--- config.mk ---
export PLATFORM = sky130hd
export DESIGN_NAME = spi_flash_prog
export DESIGN_NICKNAME = d
export VERILOG_FILES = /design/src/rtl/spi_flash_prog.sv
export SDC_FILE = /design/constraint.sdc
export NUM_CORES = 1
export LEC_CHECK = 0
export ABC_AREA = 1
export CAP_MARGIN = 40
export CORE_MARGIN = 3
export CORE_UTILIZATION = 37
export CTS_BUF_LIST = sky130_fd_sc_hd__clkbuf_8
export CTS_CLUSTER_SIZE = 16
export DETAILED_ROUTE_END_ITERATION = 10
export PLACE_DENSITY = 0.83
export SETUP_SLACK_MARGIN = 0.1
export SYNTH_ARGS = -nofsm -noshare
export SYNTH_HDL_FRONTEND = slang
export SYNTH_SLANG_ARGS = --single-unit
--- constraint.sdc ---
create_clock -name clk -period 2.1 [get_ports clk]
set_clock_uncertainty 0.2 [all_clocks]
set_input_delay 0.315 -clock clk [delete_from_list [all_inputs] [get_ports clk]]
set_output_delay 0.315 -clock clk [all_outputs]
set_load 0.02 [all_outputs]
--- src/rtl/spi_flash_prog.sv ---
// spi_flash_prog: programs one 256-byte flash page through a buffered SPI master using WREN/WEAR/WREN/PP, then polls RDSR.
// Optional macro SPI_FLASH_PROG_TIMEOUT_EN bounds the status polling at POLL_MAX polls and reports a timeout on error.
module spi_flash_prog #(
    parameter logic [19:0] POLL_MAX = 20'd1000000
) (
    input  logic        clk,
    input  logic        reset,
    input  logic        start,
    input  logic [31:0] page_addr,
    input  logic        data_valid,
    input  logic [31:0] data_in,
    output logic        data_ready,
    output logic        busy,
    output logic        done,
    output logic        error,
    output logic [8:0]  flash_wr_nBytes,
    output logic [8:0]  flash_rd_nBytes,
    output logic        flash_cmd_strobe,
    output logic        wbuf_wr_en,
    output logic [6:0]  wbuf_wr_addr,
    output logic [31:0] wbuf_data_in,
    output logic        rbuf_rd_en,
    output logic [6:0]  rbuf_rd_addr,
    input  logic [31:0] rbuf_data_out,
    input  logic        spi_ss
);

    typedef enum logic [2:0] {IDLE, WREN1, WEAR, WREN2, LOAD, PP, POLL, DONE} state_t;
    typedef enum logic [2:0] {WRITE, STROBE, WAIT_LOW, WAIT_HIGH, DATA, RD_REQ, RD_CHECK} phase_t;

    state_t      state_q, state_d;
    phase_t      phase_q, phase_d;
    logic [23:0] addr_q, addr_d;
    logic [6:0]  wordCnt_q, wordCnt_d;
    logic [31:0] cmdWord;
    logic [8:0]  wrBytes;
    logic [8:0]  rdBytes;

`ifdef SPI_FLASH_PROG_TIMEOUT_EN
    logic [19:0] pollCnt_q, pollCnt_d;
    logic [19:0] pollInc;
    logic        errFlag_q, errFlag_d;

    assign pollInc = (pollCnt_q == 20'hFFFFF) ? pollCnt_q : pollCnt_q + 20'd1;
`endif

    // Only bit 24 of the status word (WIP) and the page-aligned address bits matter.
    logic unusedBits;
    assign unusedBits = ^{rbuf_data_out[31:25], rbuf_data_out[23:0], page_addr[7:0], POLL_MAX};

    always_ff @(posedge clk) begin
        if (!reset) begin
            state_q   <= IDLE;
            phase_q   <= WRITE;
            addr_q    <= '0;
            wordCnt_q <= '0;
        end else begin
            state_q   <= state_d;
            phase_q   <= phase_d;
            addr_q    <= addr_d;
            wordCnt_q <= wordCnt_d;
        end
    end

`ifdef SPI_FLASH_PROG_TIMEOUT_EN
    always_ff @(posedge clk) begin
        if (!reset) begin
            pollCnt_q <= '0;
            errFlag_q <= 1'b0;
        end else begin
            pollCnt_q <= pollCnt_d;
            errFlag_q <= errFlag_d;
        end
    end
`endif

    // Per-command wbuf word and byte counts; addr_q holds page_addr[31:8].
    always_comb begin
        cmdWord = 32'h0600_0000;
        wrBytes = 9'd1;
        rdBytes = 9'd0;
        case (state_q)
            WEAR: begin
                cmdWord = {8'hC5, addr_q[23:16], 16'h0000};
                wrBytes = 9'd2;
            end
            PP: begin
                cmdWord = {8'h02, addr_q[15:0], 8'h00};
                wrBytes = 9'd260;
            end
            POLL: begin
                cmdWord = 32'h0500_0000;
                rdBytes = 9'd1;
            end
            default: ;
        endcase
    end

    always_comb begin
        state_d          = state_q;
        phase_d          = phase_q;
        addr_d           = addr_q;
        wordCnt_d        = wordCnt_q;
        busy             = (state_q != IDLE);
        data_ready       = 1'b0;
        done             = 1'b0;
        error            = 1'b0;
        flash_wr_nBytes  = '0;
        flash_rd_nBytes  = '0;
        flash_cmd_strobe = 1'b0;
        wbuf_wr_en       = 1'b0;
        wbuf_wr_addr     = '0;
        wbuf_data_in     = '0;
        rbuf_rd_en       = 1'b0;
        rbuf_rd_addr     = '0;
`ifdef SPI_FLASH_PROG_TIMEOUT_EN
        pollCnt_d        = pollCnt_q;
        errFlag_d        = errFlag_q;
`endif

        case (state_q)
            IDLE: begin
                phase_d = WRITE;
                if (start) begin
                    state_d   = WREN1;
                    addr_d    = page_addr[31:8];
                    wordCnt_d = '0;
`ifdef SPI_FLASH_PROG_TIMEOUT_EN
                    pollCnt_d = '0;
                    errFlag_d = 1'b0;
`endif
                end
            end

            // Header first, then stream words land at wbuf addresses 1..64.
            LOAD: begin
                if (phase_q == WRITE) begin
                    wbuf_wr_en   = 1'b1;
                    wbuf_data_in = {8'h02, addr_q[15:0], 8'h00};
                    phase_d      = DATA;
                end else begin
                    data_ready = 1'b1;
                    if (data_valid) begin
                        wbuf_wr_en   = 1'b1;
                        wbuf_wr_addr = wordCnt_q + 7'd1;
                        wbuf_data_in = data_in;
                        wordCnt_d    = wordCnt_q + 7'd1;
                        if (wordCnt_q == 7'd63) begin
                            state_d = PP;
                            phase_d = STROBE;
                        end
                    end
                end
            end

            DONE: begin
`ifdef SPI_FLASH_PROG_TIMEOUT_EN
                done  = !errFlag_q;
                error = errFlag_q;
`else
                done  = 1'b1;
`endif
                state_d = IDLE;
                phase_d = WRITE;
            end

            default: begin
                case (phase_q)
                    WRITE: begin
                        wbuf_wr_en   = 1'b1;
                        wbuf_data_in = cmdWord;
                        phase_d      = STROBE;
                    end
                    STROBE: begin
                        flash_cmd_strobe = 1'b1;
                        flash_wr_nBytes  = wrBytes;
                        flash_rd_nBytes  = rdBytes;
                        phase_d          = WAIT_LOW;
                    end
                    WAIT_LOW: begin
                        flash_wr_nBytes = wrBytes;
                        flash_rd_nBytes = rdBytes;
                        if (!spi_ss) phase_d = WAIT_HIGH;
                    end
                    WAIT_HIGH: begin
                        flash_wr_nBytes = wrBytes;
                        flash_rd_nBytes = rdBytes;
                        if (spi_ss) begin
                            phase_d = WRITE;
                            case (state_q)
                                WREN1:   state_d = WEAR;
                                WEAR:    state_d = WREN2;
                                WREN2:   state_d = LOAD;
                                PP:      state_d = POLL;
                                default: phase_d = RD_REQ;
                            endcase
                        end
                    end
                    RD_REQ: begin
                        rbuf_rd_en = 1'b1;
                        phase_d    = RD_CHECK;
                    end
                    RD_CHECK: begin
                        if (rbuf_data_out[24]) begin
                            phase_d = WRITE;
`ifdef SPI_FLASH_PROG_TIMEOUT_EN
                            pollCnt_d = pollInc;
                            if (pollInc >= POLL_MAX) begin
                                state_d   = DONE;
                                errFlag_d = 1'b1;
                            end
`endif
                        end else begin
                            state_d = DONE;
                        end
                    end
                    default: phase_d = WRITE;
                endcase
            end
        endcase
    end

endmodule

---- Word level (Yosys, flattened, before mapping) ----
Index checks and enable logic that the tools add are counted.
word-level totals
  logic and storage cells ................. 90
  input port bits ......................... 101
  register bits ........................... 37
operators by class
  reductions and logical operators ........ 13
  equality and inequality tests ........... 25
  mux-type cells .......................... 47
  $add $sub $neg .......................... 1
operator list
  cell                                           count
  two-way mux 32 bit                             3
  one-hot mux 32 bit (3 select lines)            1
  one-hot mux 32 bit (2 select lines)            1
  two-way mux 7 bit                              6
  two-way mux 3 bit                              13
  two-way mux 9 bit                              4
  == test 3 bit, second input constant           6
  one-hot mux 3 bit (6 select lines)             1
  one-hot mux 9 bit (2 select lines)             1
  one-hot mux 7 bit (2 select lines)             1
  == test 3 x 2 -> 1 bit, second input constant  4
  one-hot mux 3 bit (2 select lines)             2
  one-hot mux 3 bit (4 select lines)             1
  two-way mux 1 bit                              11
  one-hot mux 3 bit (3 select lines)             1
  != test 2 bit, second input constant           4
  != test 4 bit, second input constant           2
  != test 8 bit, second input constant           1
  AND reduction 8 bit                            1
  adder 7 x 1 -> 7 bit, second input constant    1
  == test 7 x 6 -> 1 bit, second input constant  1
  == test 3 x 1 -> 1 bit, second input constant  2
  zero test 3 bit                                2
  != test 3 bit, second input constant           2
  other kinds (13)                               14

---- Depth between registers and ports, before layout ----
  depth in word-level cells ............... 6
  depth in mapped cells ................... 11
  mapped depth without buffers ............ 11

---- Worst setup path after synthesis ----
OpenSTA, ideal clock, no wires.
  kind .................................... register to output
  from .................................... register state_q[1]
  to ...................................... output port flash_wr_nBytes[0]
  arrival ................................. 1.557 ns
  path buffers ............................ 0
  cell stages (with the launch flop) ...... 5
  required time ........................... 1.585 ns
  path slack .............................. 0.028 ns
  path through ............................ dfxtp_1 -> inv_2 -> nand3_1 -> clkinv_1 -> nor4_1
between the ends
  word-level cells in the longest chain between the ends .. 4
  elaborated cells on any way between the ends .. 9
  classes of those cells .................. 4 x eq/ne; 3 x mux; 2 x reduce/logical
RTL lines
  item                                                            RTL line  text
  start: declaration                                              31        state_t state_q, state_d;
  start signal: assignment                                        58        state_q <= state_d;
  == test 3 bit / == test 3 x 2 -> 1 bit (equally long branches)  82        case (state_q)
  one-hot mux 9 bit (2 select lines)                              82
  two-way mux 9 bit                                               168       case (phase_q)
  two-way mux 9 bit (*)                                           121       case (state_q)
  end: declaration                                                16        output logic [8:0] flash_wr_nBytes,
Mark *: on every way between the ends. The rest lies on a longest branch, timed or not.

---- Worst setup path after layout ----
  from .................................... register state_q[0]
  to ...................................... output port wbuf_data_in[11]
between the ends
  word-level cells in the longest chain between the ends .. 4
  elaborated cells on any way between the ends .. 10
  classes of those cells .................. 5 x eq/ne; 3 x mux; 2 x reduce/logical
RTL lines
  item                                                            RTL line  text
  == test 3 bit / == test 3 x 2 -> 1 bit (equally long branches)  82
  one-hot mux 32 bit (3 select lines)                             82
  two-way mux 32 bit                                              168
  one-hot mux 32 bit (2 select lines) (*)                         121
  end: declaration                                                21        output logic [31:0] wbuf_data_in,
Marks and branches as above.

==> impl_metrics.ini <==
[status]
outcome = finished, violations left
violations = negative setup slack

[floorplan]
start_util_pct = 39.32
num_rows = 29
num_io_pins = 172
die_h_um = 89.55
die_x_um = 89.55
die_area_um2 = 8018
core_area_um2 = 6568

[synthesis]
synth_area_leaders = dfxtp_1 (29%), nand2_1 (9.9%), nor2_1 (7.4%), buf_4 (7.3%), nand3_1 (7.0%)
synth_most_common_cell = nand2_1
ys_seq_area_share_pct = 28.68
yosysTopAreaCell = dfxtp_1
synth_area_um2 = 2582
synth_warnings = 0
synthTopCellsByCount = nand2_1 (68), nor2_1 (51), inv_1 (40)
async_flop_share_pct = 0
avgSynthCellArea_um2 = 6.424
synth_cell_types = 35
synth_edf_count = 0
synth-main-ff-cell = dfxtp_1
ys_seq_elements = 37
synth.top_cell.area_share_pct = 28.68
synthCells = 402

[timing]
setup-tns-final_ns = -4.403
timing.final.ws_setup_ns = -0.1960
maxSlewHeadroom_pct = 43.62
min_period_ns = 2.296
report.final.setup_viol = 37
drv_slew = 0
hold_violations = 0
worst_slew_pin_slew_ns = 0.8448
finalCritPeriodShare_pct = 109.3
rsz0062_at_grt = true
hold-worst-slack_ns = 0.2677
max_freq_ghz = 0.4355

[worst_setup_path]
rrSetupSlack_ns = 0.14
r2r-start = state_q[0]
worstSetupStartpoint = state_q[0]
worstSetupPathType = register to primary output
arrival_ns = 1.78
worstReg2RegEnd = addr_q[15]
slowest_delay_ns = 0.37
path_cells = inv_6 > nand2_8 > nor2_8 > nand2_4 > nor2_8 > clkbuf_16 > a22oi_1 > o21ai_1 > buf_4
required_ns = 1.58
cp-start-kind = register
crit_end = wbuf_data_in[11]
crit_top_cell = nor2_8
slowest_stage = dfxtp_4
reg2regPathDepth = 10
cp_max_fo = 7
critPathCaptureType = primary output

[power]
p_sw_share_pct = 48.14
ir_drop_mv = 0.9848
leakagePower_uw = 0.002071
p_per_area_nw_per_um2 = 1161
p_clk_share_pct = 10.1
p_comb_share_pct = 70.7
seqPwrFrac_pct = 19.2
p_switching_uw = 2532
p_int_uw = 2728

[routing]
route.detailed.drc = 0
via_per_inst = 5.100
vias = 3371
wl_mm = 10.36
drtIter0Drc = 281
ant_nets = 0
wl_per_cell_um = 15.67
dr.pass1.iters = 5

[final_layout]
layout.area.seq_um2 = 755.7
drive_above_1_share_pct = 34.86
final_cells = 661
fin_nets = 669
finish.utilization_pct = 69.00
diodes = 0
area_delta_synth_final_pct = 75.48
multi_input_area_um2 = 1714
fillerInstances = 525

[clock_tree]
cts_root_buf = clkbuf_8
clk_pin_slew_ns = 0.08
postCtsHoldBufs = 0
clock_latency_ns = 0.30
htree_num_levels = 2
clock-sinks = 37
tritoncts = done
numCtsBuffers = 5
cts_buffer_depth = 2

[placed_design]
place_inst = 641
portBuffers = 111
place_hpwl_mm = 7.079
gp_congestion = 0.9122

[hold_path]
min-delay-start = addr_q[21]
worstHoldPathType = register to register

[global_route]
grt.overflow.total = 0
first_global_vias = 3015
grt_usage_pct = 22.60
grt_antenna_before_repair = 0
grt_max_degree = 27
grt_pass1_wl_mm = 14.32

[flow_run]
drv_cap = 0
[what timing repair did]
| item | CTS | global route |
|---|---|---|
| pin swaps | 1 | 6 |
| gates cloned | 0 | 2 |
| endpoints found under the setup margin | 50 | 58 |
| buffers inserted | 2 | 8 |
| resized for setup | 293 | 100 |
[kinds of logic after synthesis]
kind of cell / Yosys count / share of synthesized area [%]
AO/OA/AOI/OAI: 98 / 21.90
XOR/XNOR: 4 / 1.357
adder cells (fa/ha/maj): 1 / 0.4844
buffers and inverters: 90 / 17.34
flip-flops: 37 / 28.68
other: 1 / 0.1452
AND/OR/NAND/NOR: 171 / 30.09
[metal layers]
metal | up-vias | wire length, um | track usage [%] | share of wire, %
li1 | 1608 | - | - | -
met1 | 1589 | 4125 | 29.47 | 40
met2 | 153 | 5363 | 37.37 | 52
met3 | 21 | 641 | 4.977 | 6.2
met4 | 0 | 228 | 6.360 | 2.2
met5 | - | 0 | 0 | 0
[cells in the final DEF (no fill, tap or decap), types with 3 or more instances in the layout]
cell type,instances
nor2_4,14
o21ai_1,21
inv_2,10
dfxtp_1,29
inv_6,4
buf_12,4
conb_1,21
inv_1,35
a22oi_1,15
dfxtp_2,6
nand3_2,3
nor2_2,5
nor2_1,35
a21oi_1,34
nand2_4,5
clkdlybuf4s50_1,61
a22oi_2,9
buf_6,22
o21ai_0,12
nand3_1,33
buf_4,84
nand2_1,61
clkbuf_8,5
nand2_2,4
[state kept, by name, indices dropped and copies added, names as in the netlist]
name,count
addr_q,24
phase_q,3
state_q,3
wordCnt_q,7
[through the flow]
| step | power, uW | area (um^2) | setup slack (ns) |
|---|---|---|---|
| after global routing | 5545 | 4532 | -0.2502 |
| after CTS | 4694 | 4111 | -0.07853 |
| after global placement | 4051 | 4078 | -0.4510 |
| after floorplan | 2727 | 2664 | 0.2207 |
| final | 5260 | 4532 | -0.1960 |
| after detailed placement | 4113 | 4078 | -0.4959 |
[worst min-delay path by stage]
| stage | end | slack (ns) | cells past startpoint |
|---|---|---|---|
| floorplan | addr_q[0] | 0.24 | 2 |
| global route | addr_q[22] | 0.30 | 2 |
| CTS | addr_q[21] | 0.27 | 2 |
| detailed placement | addr_q[21] | 0.25 | 2 |
| global placement | addr_q[6] | 0.25 | 2 |
| finish | addr_q[21] | 0.27 | 2 |
[worst max-delay path, delay by kind of cell, from the launching register on]
kind,cells,cell delay [ns]
AO/OA/AOI/OAI,2,0.16
flip-flops,1,0.37
buffers and inverters,3,0.46
AND/OR/NAND/NOR,4,0.49
[power by group through the flow]
stage / registers (uW) / clock network, uW / logic (uW)
6_report: 1010 / 530 / 3720
5_1_grt: 1030 / 561 / 3950
4_1_cts: 988 / 532 / 3170
3_5_place_dp: 985 / 0 / 3130
3_3_place_gp: 978 / 0 / 3070
2_1_floorplan: 957 / 0 / 1770
[final cells by class]
class                   instances  share of cell area [%]
multi-input cells             295                   37.82
well taps                      93                   2.568
clock buffers                   5                   1.518
repair buffers                177                   36.25
clock inverters                 3                  0.4694
inverters                      51                   4.694
flip-flops and latches         37                   16.68
Power figures use the tool's default switching activity.
